<file path="src/rtl/audio_gain_path.sv">
// Per-channel ramped gain with mute, saturation and peak/clip statistics.
// A single multiplier is time-shared across the channels of each frame.
module audio_gain_path #(
  parameter int BITSIZE  = 24,
  parameter int CHANNELS = 2,
  parameter int GAINBITS = 8
) (
  input  logic                         clk,
  input  logic                         reset,
  input  logic                         in_valid,
  input  logic [CHANNELS*BITSIZE-1:0]  in_data,
  input  logic [CHANNELS*GAINBITS-1:0] gain,
  input  logic [CHANNELS-1:0]          mute,
  input  logic                         bypass,
  input  logic                         stat_clr,
  output logic                         out_valid,
  output logic [CHANNELS*BITSIZE-1:0]  out_data,
  output logic [CHANNELS*BITSIZE-1:0]  peak,
  output logic [CHANNELS-1:0]          clip,
  output logic                         overrun,
  output logic                         busy
);

  localparam int PW = BITSIZE + GAINBITS + 1;
  localparam int IW = (CHANNELS > 1) ? $clog2(CHANNELS) : 1;
  localparam logic signed [PW-1:0] SAT_MAX = {{(GAINBITS+2){1'b0}}, {(BITSIZE-1){1'b1}}};
  localparam logic signed [PW-1:0] SAT_MIN = {{(GAINBITS+2){1'b1}}, {(BITSIZE-1){1'b0}}};

  typedef enum logic [1:0] {IDLE, MAC, DONE} state_t;

  function automatic logic sat_hit(input logic signed [PW-1:0] v);
    return (v > SAT_MAX) || (v < SAT_MIN);
  endfunction

  function automatic logic signed [BITSIZE-1:0] saturate(input logic signed [PW-1:0] v);
    if (v > SAT_MAX) return SAT_MAX[BITSIZE-1:0];
    if (v < SAT_MIN) return SAT_MIN[BITSIZE-1:0];
    return v[BITSIZE-1:0];
  endfunction

  // The most negative sample maps onto itself, which reads correctly as unsigned.
  function automatic logic [BITSIZE-1:0] magnitude(input logic signed [BITSIZE-1:0] v);
    logic [BITSIZE-1:0] neg;
    neg = -v;
    return v[BITSIZE-1] ? neg : v;
  endfunction

  function automatic logic [GAINBITS-1:0] ramp_step(input logic [GAINBITS-1:0] cur,
                                                    input logic [GAINBITS-1:0] tgt);
    if (cur < tgt) return cur + 1'b1;
    if (cur > tgt) return cur - 1'b1;
    return cur;
  endfunction

  state_t                      state;
  logic [IW-1:0]               idx;
  logic                        byp_p0;
  logic [CHANNELS*BITSIZE-1:0] frame_p0;
  logic [CHANNELS*BITSIZE-1:0] res_p1;
  logic [GAINBITS-1:0]         cur_gain [CHANNELS];

  logic                        vld_p1;
  logic signed [BITSIZE-1:0]   x_p1;
  logic [GAINBITS-1:0]         g_p1;
  logic [GAINBITS-1:0]         tgt_p1;
  logic signed [PW-1:0]        prod_p1;
  logic signed [PW-1:0]        scaled_p1;
  logic signed [BITSIZE-1:0]   y_p1;
  logic                        clip_p1;
  logic [BITSIZE-1:0]          mag_p1;
  logic [CHANNELS*BITSIZE-1:0] frame_out_p1;

  // Stage p1: one channel per MAC cycle through the shared multiplier
  always_comb begin
    vld_p1       = (state == MAC);
    x_p1         = '0;
    g_p1         = '0;
    tgt_p1       = '0;
    frame_out_p1 = res_p1;
    for (int k = 0; k < CHANNELS; k++) begin
      if (idx == IW'(k)) begin
        x_p1   = frame_p0[k*BITSIZE +: BITSIZE];
        g_p1   = cur_gain[k];
        tgt_p1 = mute[k] ? '0 : gain[k*GAINBITS +: GAINBITS];
      end
    end
    prod_p1   = PW'(x_p1) * PW'($signed({1'b0, g_p1}));
    scaled_p1 = prod_p1 >>> (GAINBITS - 1);
    if (byp_p0) begin
      y_p1    = x_p1;
      clip_p1 = 1'b0;
    end else begin
      y_p1    = saturate(scaled_p1);
      clip_p1 = sat_hit(scaled_p1);
    end
    mag_p1 = magnitude(y_p1);
    for (int k = 0; k < CHANNELS; k++) begin
      if (idx == IW'(k)) frame_out_p1[k*BITSIZE +: BITSIZE] = y_p1;
    end
  end

  // Stage p0: frame capture; data registers carry no reset
  always_ff @(posedge clk) begin
    if (state == IDLE && in_valid) frame_p0 <= in_data;
    if (vld_p1) res_p1 <= frame_out_p1;
  end

  always_ff @(posedge clk or negedge reset) begin
    if (!reset) begin
      state     <= IDLE;
      idx       <= '0;
      byp_p0    <= 1'b0;
      busy      <= 1'b0;
      out_valid <= 1'b0;
      out_data  <= '0;
      peak      <= '0;
      clip      <= '0;
      overrun   <= 1'b0;
      for (int k = 0; k < CHANNELS; k++) cur_gain[k] <= '0;
    end else begin
      out_valid <= 1'b0;
      case (state)
        IDLE: begin
          if (in_valid) begin
            byp_p0 <= bypass;
            idx    <= '0;
            busy   <= 1'b1;
            state  <= MAC;
          end
        end
        MAC: begin
          for (int k = 0; k < CHANNELS; k++) begin
            if (idx == IW'(k)) cur_gain[k] <= ramp_step(g_p1, tgt_p1);
          end
          if (idx == IW'(CHANNELS - 1)) begin
            out_valid <= 1'b1;
            out_data  <= frame_out_p1;
            state     <= DONE;
          end else begin
            idx <= idx + 1'b1;
          end
        end
        DONE: begin
          busy  <= 1'b0;
          state <= IDLE;
        end
        default: state <= IDLE;
      endcase

      if (in_valid && busy) overrun <= 1'b1;
      for (int k = 0; k < CHANNELS; k++) begin
        if (vld_p1 && idx == IW'(k)) begin
          if (mag_p1 > peak[k*BITSIZE +: BITSIZE]) peak[k*BITSIZE +: BITSIZE] <= mag_p1;
          if (clip_p1) clip[k] <= 1'b1;
        end
      end
      // A clear landing on the same edge as an update discards that update.
      if (stat_clr) begin
        peak    <= '0;
        clip    <= '0;
        overrun <= 1'b0;
      end
    end
  end

endmodule
</file>
<file path="config.mk">
export PLATFORM = sky130hd
export DESIGN_NAME = audio_gain_path
export DESIGN_NICKNAME = d
export VERILOG_FILES = /design/src/rtl/audio_gain_path.sv
export SDC_FILE = /design/constraint.sdc
export NUM_CORES = 1
export LEC_CHECK = 0
export CAP_MARGIN = 20
export CORE_MARGIN = 5
export CORE_UTILIZATION = 30
export CTS_CLUSTER_SIZE = 40
export DETAILED_ROUTE_END_ITERATION = 10
export PLACE_DENSITY_LB_ADDON = 0.15
export SLEW_MARGIN = 20
export SYNTH_ARGS = -nofsm -noshare
export SYNTH_HDL_FRONTEND = slang
export SYNTH_SLANG_ARGS = --single-unit
</file>
<file path="constraint.sdc">
create_clock -name clk -period 23.8 [get_ports clk]
set_clock_uncertainty 0.2 [all_clocks]
set_input_delay 2.38 -clock clk [delete_from_list [all_inputs] [get_ports clk]]
set_output_delay 2.38 -clock clk [all_outputs]
set_load 0.03 [all_outputs]
</file>
Word level (Yosys, flattened, before mapping)
Index checks and enable logic that the tools add are counted.
Word-level totals
  ROM bits: 0
  register bits: 217
  bits of input ports: 71
  memories kept: 0
  latch bits: 0
  memory bits (writable): 0
Operators by class
  div/mod/pow operators: 0
  bitwise operators: 1
  shift operators: 0
  equality and inequality tests: 4
  multiply operators: 1
  muxes and demuxes: 58
  magnitude comparators: 6
  add/subtract/negate cells: 4
  reduce and logical (&&, ||, !) cells: 24
Operators with widths (number)
  2-to-1 mux 24 bit: 13
  2-to-1 mux 8 bit: 10
  > comparator 24 bit: 2
  2-to-1 mux 48 bit: 1
  multiplier 24 x 9 -> 33 bit: 1
  2-to-1 mux 1 bit: 28
  > comparator 26 x 24 -> 1 bit, second input constant: 1
  less-than comparator 26 x 24 -> 1 bit, second input constant: 1
  negator 24 bit: 1
  AND reduction 2 bit: 10
  nonzero test 2 bit: 8
  adder 8 x 1 -> 8 bit, second input constant: 1
  > comparator 8 bit: 1
  less-than comparator 8 bit: 1
  subtractor 8 x 1 -> 8 bit, second input constant: 1
  2-to-1 mux 2 bit: 3
  logical AND 1 bit: 4
  inequality test 2 bit, second input constant: 2
  one-hot mux 1 bit (2 select lines): 2
  one-hot mux 2 bit (2 select lines): 1
  equality test 2 x 1 -> 1 bit, second input constant: 1
  equality test 2 bit, second input constant: 1
  zero test 2 bit: 1
  adder 1 bit, second input constant: 1
  2 further kinds: 2

Longest topological paths before layout
  depth after elaboration: 16
  gate-level depth with buffers: 49
  gate-level depth less buffers: 42

Least setup slack after synthesis
No wires, ideal clock.
  kind: register to register
  start point: register idx
  end point: register peak[22]
  stages on the path, launching flop included: 45
  path buffers: 11
  required time: 23471 ps
  path slack: 11779 ps
  data arrival time: 11692 ps
  period minus slack after synthesis: 12021 ps
  setup time: 129 ps
  cells stage by stage: dfrtp_1 -> buf_6 -> clkbuf_1 -> clkbuf_1 -> buf_1 -> buf_1 -> mux2i_1 -> clkbuf_1 -> nor2_1 -> fa_1 -> inv_1 -> fa_1 -> inv_1 -> fa_1 -> inv_1 -> fa_1 -> inv_1 -> ha_1 -> [... 9 more ...] -> ha_1 -> nand4_1 -> nor4_2 -> buf_6 -> nor2_1 -> xnor2_1 -> ha_1 -> and4_1 -> nand2_1 -> or3_1 -> or4_1 -> and3_1 -> o21ai_1 -> clkbuf_1 -> clkbuf_1 -> nor3_1 -> a32oi_1 -> nand3_1
Between the ends
  longest elaborated chain between the ends: 14
Ends and longest elaborated chain
  start: declaration: RTL line 56  | logic [IW-1:0] idx;
  start signal: assignment: RTL line 140  | idx <= idx + 1'b1;
  2-to-1 mux 24 bit or 2-to-1 mux 8 bit (tied branches): RTL line 81  | if (idx == IW'(k)) begin
  multiplier 24 x 9 -> 33 bit: RTL line 87  | prod_p1 = PW'(x_p1) * PW'($signed({1'b0, g_p1}));
  less-than comparator 26 x 24 -> 1 bit: RTL line 37  | if (v < SAT_MIN) return SAT_MIN[BITSIZE-1:0];
  2-to-1 mux 1 bit (2 in series): RTL line 37
  2-to-1 mux 1 bit: RTL line 89  | if (byp_p0) begin
  2-to-1 mux 24 bit: RTL line 38  | return v[BITSIZE-1:0];
  2-to-1 mux 24 bit: RTL line 37
  2-to-1 mux 24 bit: RTL line 89
  negator 24 bit: RTL line 44  | neg = -v;
  2-to-1 mux 24 bit: RTL line 45  | return v[BITSIZE-1] ? neg : v;
  > comparator 24 bit or 2-to-1 mux 24 bit (tied branches): RTL line 153  | if (mag_p1 > peak[k*BITSIZE +: BITSIZE]) peak[k*BITSIZE +: BITSIZE] <= mag_p1;
  nonzero test 2 bit (no source line) or 2-to-1 mux 24 bit (tied branches)
  AND reduction 2 bit (no source line) or 2-to-1 mux 48 bit (tied branches)
  end signal: assignment: RTL line 116  | peak <= '0;
  end signal: assignment: RTL line 159  | peak <= '0;
  end: declaration: RTL line 18  | output logic [CHANNELS*BITSIZE-1:0] peak,
Several ways; a longest one is shown, not always the timed one. The select of a mux whose other input is x is not followed.
A chain may end at the register's enable or synchronous reset.

Worst setup path after layout
  start point: register idx
  end point: register peak[16]
Same word-level chain as after synthesis.

==> flow_summary_export.csv <==
group,metric,value,unit
clock_tree,cts_sinks,193,
logic_synthesis,syn-num-nets,2325,
clock_tree,ctsLongestPathBuffers,2,
drt,ant_nets,0,
placement,place_ws,11220,ps
sta,tightest_slew,1120,ps
final_layout,drive_gt1_frac,0.0757,
critical_path,crit_required,23940,ps
clock_tree,post-cts-setup-buffers,0,
logic_synthesis,ys_ff_latch,193,
outcome,status,"finished clean",
drt,finalWirelength,60.2,mm
sta,setup_tns,0,ps
final_layout,stdcell_area,21000,um2
logic_synthesis,ys.warnings.count,0,
run,maxCapViolations,0,
critical_path,critPathKind,"reg -> reg",
logic_synthesis,syn_area_per_cell,9.00,um2
logic_synthesis,synth_top_family_by_area,"adder cells",
global_routing,grt_pass1_vias,15000,
logic_synthesis,synth_compound_gate_area_share,0.137,
sta,slew_headroom,0.256,
drt,wire_per_inst,20.8,um
drt,drcViolationCount,0,
logic_synthesis,synth_edf_count,72,
worst_hold_path,min_path_cells,2,
drt,drt_first_pass_iters,7,
die,die_h,254,um
sta,period_minus_slack,12560,ps
die,fp.dieW,254,um
final_layout,layout_common_cells,"inv_1, nand2_1, nor2_1",
sta,layout_setup_ws,11240,ps
logic_synthesis,synth_cell_types,91,
final_layout,fin_nets,2454,
die,fp-row-count,89,
sta,timing.final.hold_violations,0,
die,ios,172,
worst_hold_path,hold_end,"out_data[17]$_DFFE_PN0P_",
global_routing,gr-total-overflow,0,
placement,portBuffers,171,
logic_synthesis,synth_top_area_cell,"dfrtp_1",
critical_path,worstSetupStartpointType,"register",
clock_tree,cts_resized,0,
logic_synthesis,ys_seq_area_frac,0.291,
die,start_util,0.302,
critical_path,crit_fanout,32,
critical_path,r2r_start,"idx$_DFFE_PN0P_",
sta,fin_hold_ws,282,ps
drt,via_count,14600,
logic_synthesis,synthArstFlopShare,0.627,
critical_path,slowest_stage,"mux2i_1",
clock_tree,numCtsBuffers,17,
global_routing,grt_pass1_wl,92.9,mm
logic_synthesis,synth_fa_ha_area_frac,0.252,
logic_synthesis,synthTopCellsByArea,"dfrtp_1, fa_1, edfxtp_1",
logic_synthesis,yosys.area_share.simple,0.163,
clock_tree,root_buffer,"clkbuf_16",
global_routing,grt_max_degree,86,
logic_synthesis,syn_area,17800,um2
clock_tree,ctsHtreeMaxLevel,4,
sta,maxSlewViolCount,0,
clock_tree,path_clk_slew,90,ps
sta,post-route-period-util,0.528,
logic_synthesis,synth_xor_area_frac,0.0240,
die,dieArea,64500,um2
worst_hold_path,min_path_type,"reg -> reg",
critical_path,timing.critical_path.mode_cell,"inv_1",
global_routing,antenna_found_initial,0,
placement,place_area,20400,um2
die,core,59000,um2
sta,fmax,79.6,MHz
final_layout,diodes,0,
logic_synthesis,synth.area.mux_share,0.0464,
sta,setup_viol,0,
critical_path,cpPeakStageDelay,820,ps
critical_path,arrival,12690,ps
placement,dp.final_hpwl,47.1,mm
clock_tree,hold_buffers,0,
final_layout,area_growth,17.9,%
critical_path,crit_path_end_kind,"register",
logic_synthesis,synth_top_area_share,0.170,
critical_path,rr_worst_depth,36,
final_layout,nFillCells,6118,
sta,rsz0062_at_grt,"no",
worst_hold_path,hp-start,"res_p1[17]$_DFFE_PP_",
drt,drtIter0Drc,855,
clock_tree,clk_latency,510,ps
drt,avgViaCountPerCell,5.05,
critical_path,reg2reg_slack,11240,ps
placement,gp_congestion,0.900,
logic_synthesis,synthCells,1984,
critical_path,worstReg2RegEnd,"peak[16]$_DFFE_PN0P_",
logic_synthesis,synth-main-ff-cell,"dfrtp_1",
final_layout,layout_commonest_cell,"inv_1",
global_routing,grtUsageTotal,0.189,
clock_tree,cts_tree,"done",
## sequential cells by signal, indices dropped and copies added (netlist names)
| signal | flops |
|---|---|
| cur_gain | 16 |
| frame_p0 | 48 |
| clip | 2 |
| busy | 1 |
| overrun | 1 |
| out_data | 48 |
| res_p1 | 24 |
| out_valid | 1 |
| peak | 48 |
| idx | 1 |
| byp_p0 | 1 |
| state | 2 |
## area by class of cell
class	instances	area, um2	area share
Clock buffer	17	425	0.0202
Inverter	300	1130	0.0535
Timing Repair Buffer	206	1970	0.0935
Multi-Input combinational cell	1395	11200	0.530
Clock inverter	15	199	0.00945
Sequential cell	193	5190	0.247
Tap cell	773	967	0.0460
## synthesized netlist by cell type, types with 9 or more instances
cell,number
mux2i_1,40
a21o_1,20
fa_1,149
dfrtp_1,121
a221oi_1,9
o21ai_1,11
xor2_1,10
xnor2_1,39
ha_1,121
inv_1,299
o21a_1,24
o21ai_0,80
clkbuf_1,75
mux2_2,38
a21oi_1,92
edfxtp_1,72
nand2_1,266
nor2_1,179
or3_1,16
nor3_1,30
nand4_1,36
nor2b_1,14
a221o_1,12
nand3_1,40
a31oi_1,21
## cells by family after synthesis
| kind of cell | after synthesis |
|---|---|
| AOI/OAI and AO/OA | 359 |
| adders and majority gates | 270 |
| xor gates and xnor gates | 49 |
| buffers and inverters | 396 |
| DFF | 193 |
| and+or+nand+nor | 639 |
| muxes | 78 |
## through the flow
stage	instances	util
floorplan	1984	-
global placement	2866	0.346
detailed placement	2867	0.346
CTS	2899	0.356
global route	2899	0.357
finish	2899	0.357
## worst max-delay path by stage
stage / from / to / slack (ps)
6_report: idx$_DFFE_PN0P_ / peak[16]$_DFFE_PN0P_ / 11240
5_1_grt: idx$_DFFE_PN0P_ / peak[19]$_DFFE_PN0P_ / 10390
4_1_cts: idx$_DFFE_PN0P_ / peak[17]$_DFFE_PN0P_ / 11190
3_5_place_dp: idx$_DFFE_PN0P_ / peak[17]$_DFFE_PN0P_ / 11220
3_3_place_gp: idx$_DFFE_PN0P_ / peak[16]$_DFFE_PN0P_ / 11430
2_1_floorplan: idx$_DFFE_PN0P_ / peak[22]$_DFFE_PN0P_ / 11780
## critical path, delay by kind of cell (launching register included)
family	cells	cell delay (ps)
buffers and inverters	8	1490
adders and majority gates	7	3280
AOI/OAI and AO/OA	7	2370
muxes	1	820
xor gates and xnor gates	1	100
and+or+nand+nor	12	3340
DFF	1	730
## routing by layer
| metal | GRT usage | part of all wire | up-vias |
|---|---|---|---|
| met5 | 0 | 0 | - |
| met4 | 0.0453 | 0.017 | 0 |
| met3 | 0.0282 | 0.042 | 52 |
| met2 | 0.319 | 0.49 | 381 |
| met1 | 0.256 | 0.45 | 7291 |
| li1 | - | - | 6903 |
Power is left out: the tool's default activity adds up to more than one toggle a clock period on the data nets, which glitch-free logic cannot reach.
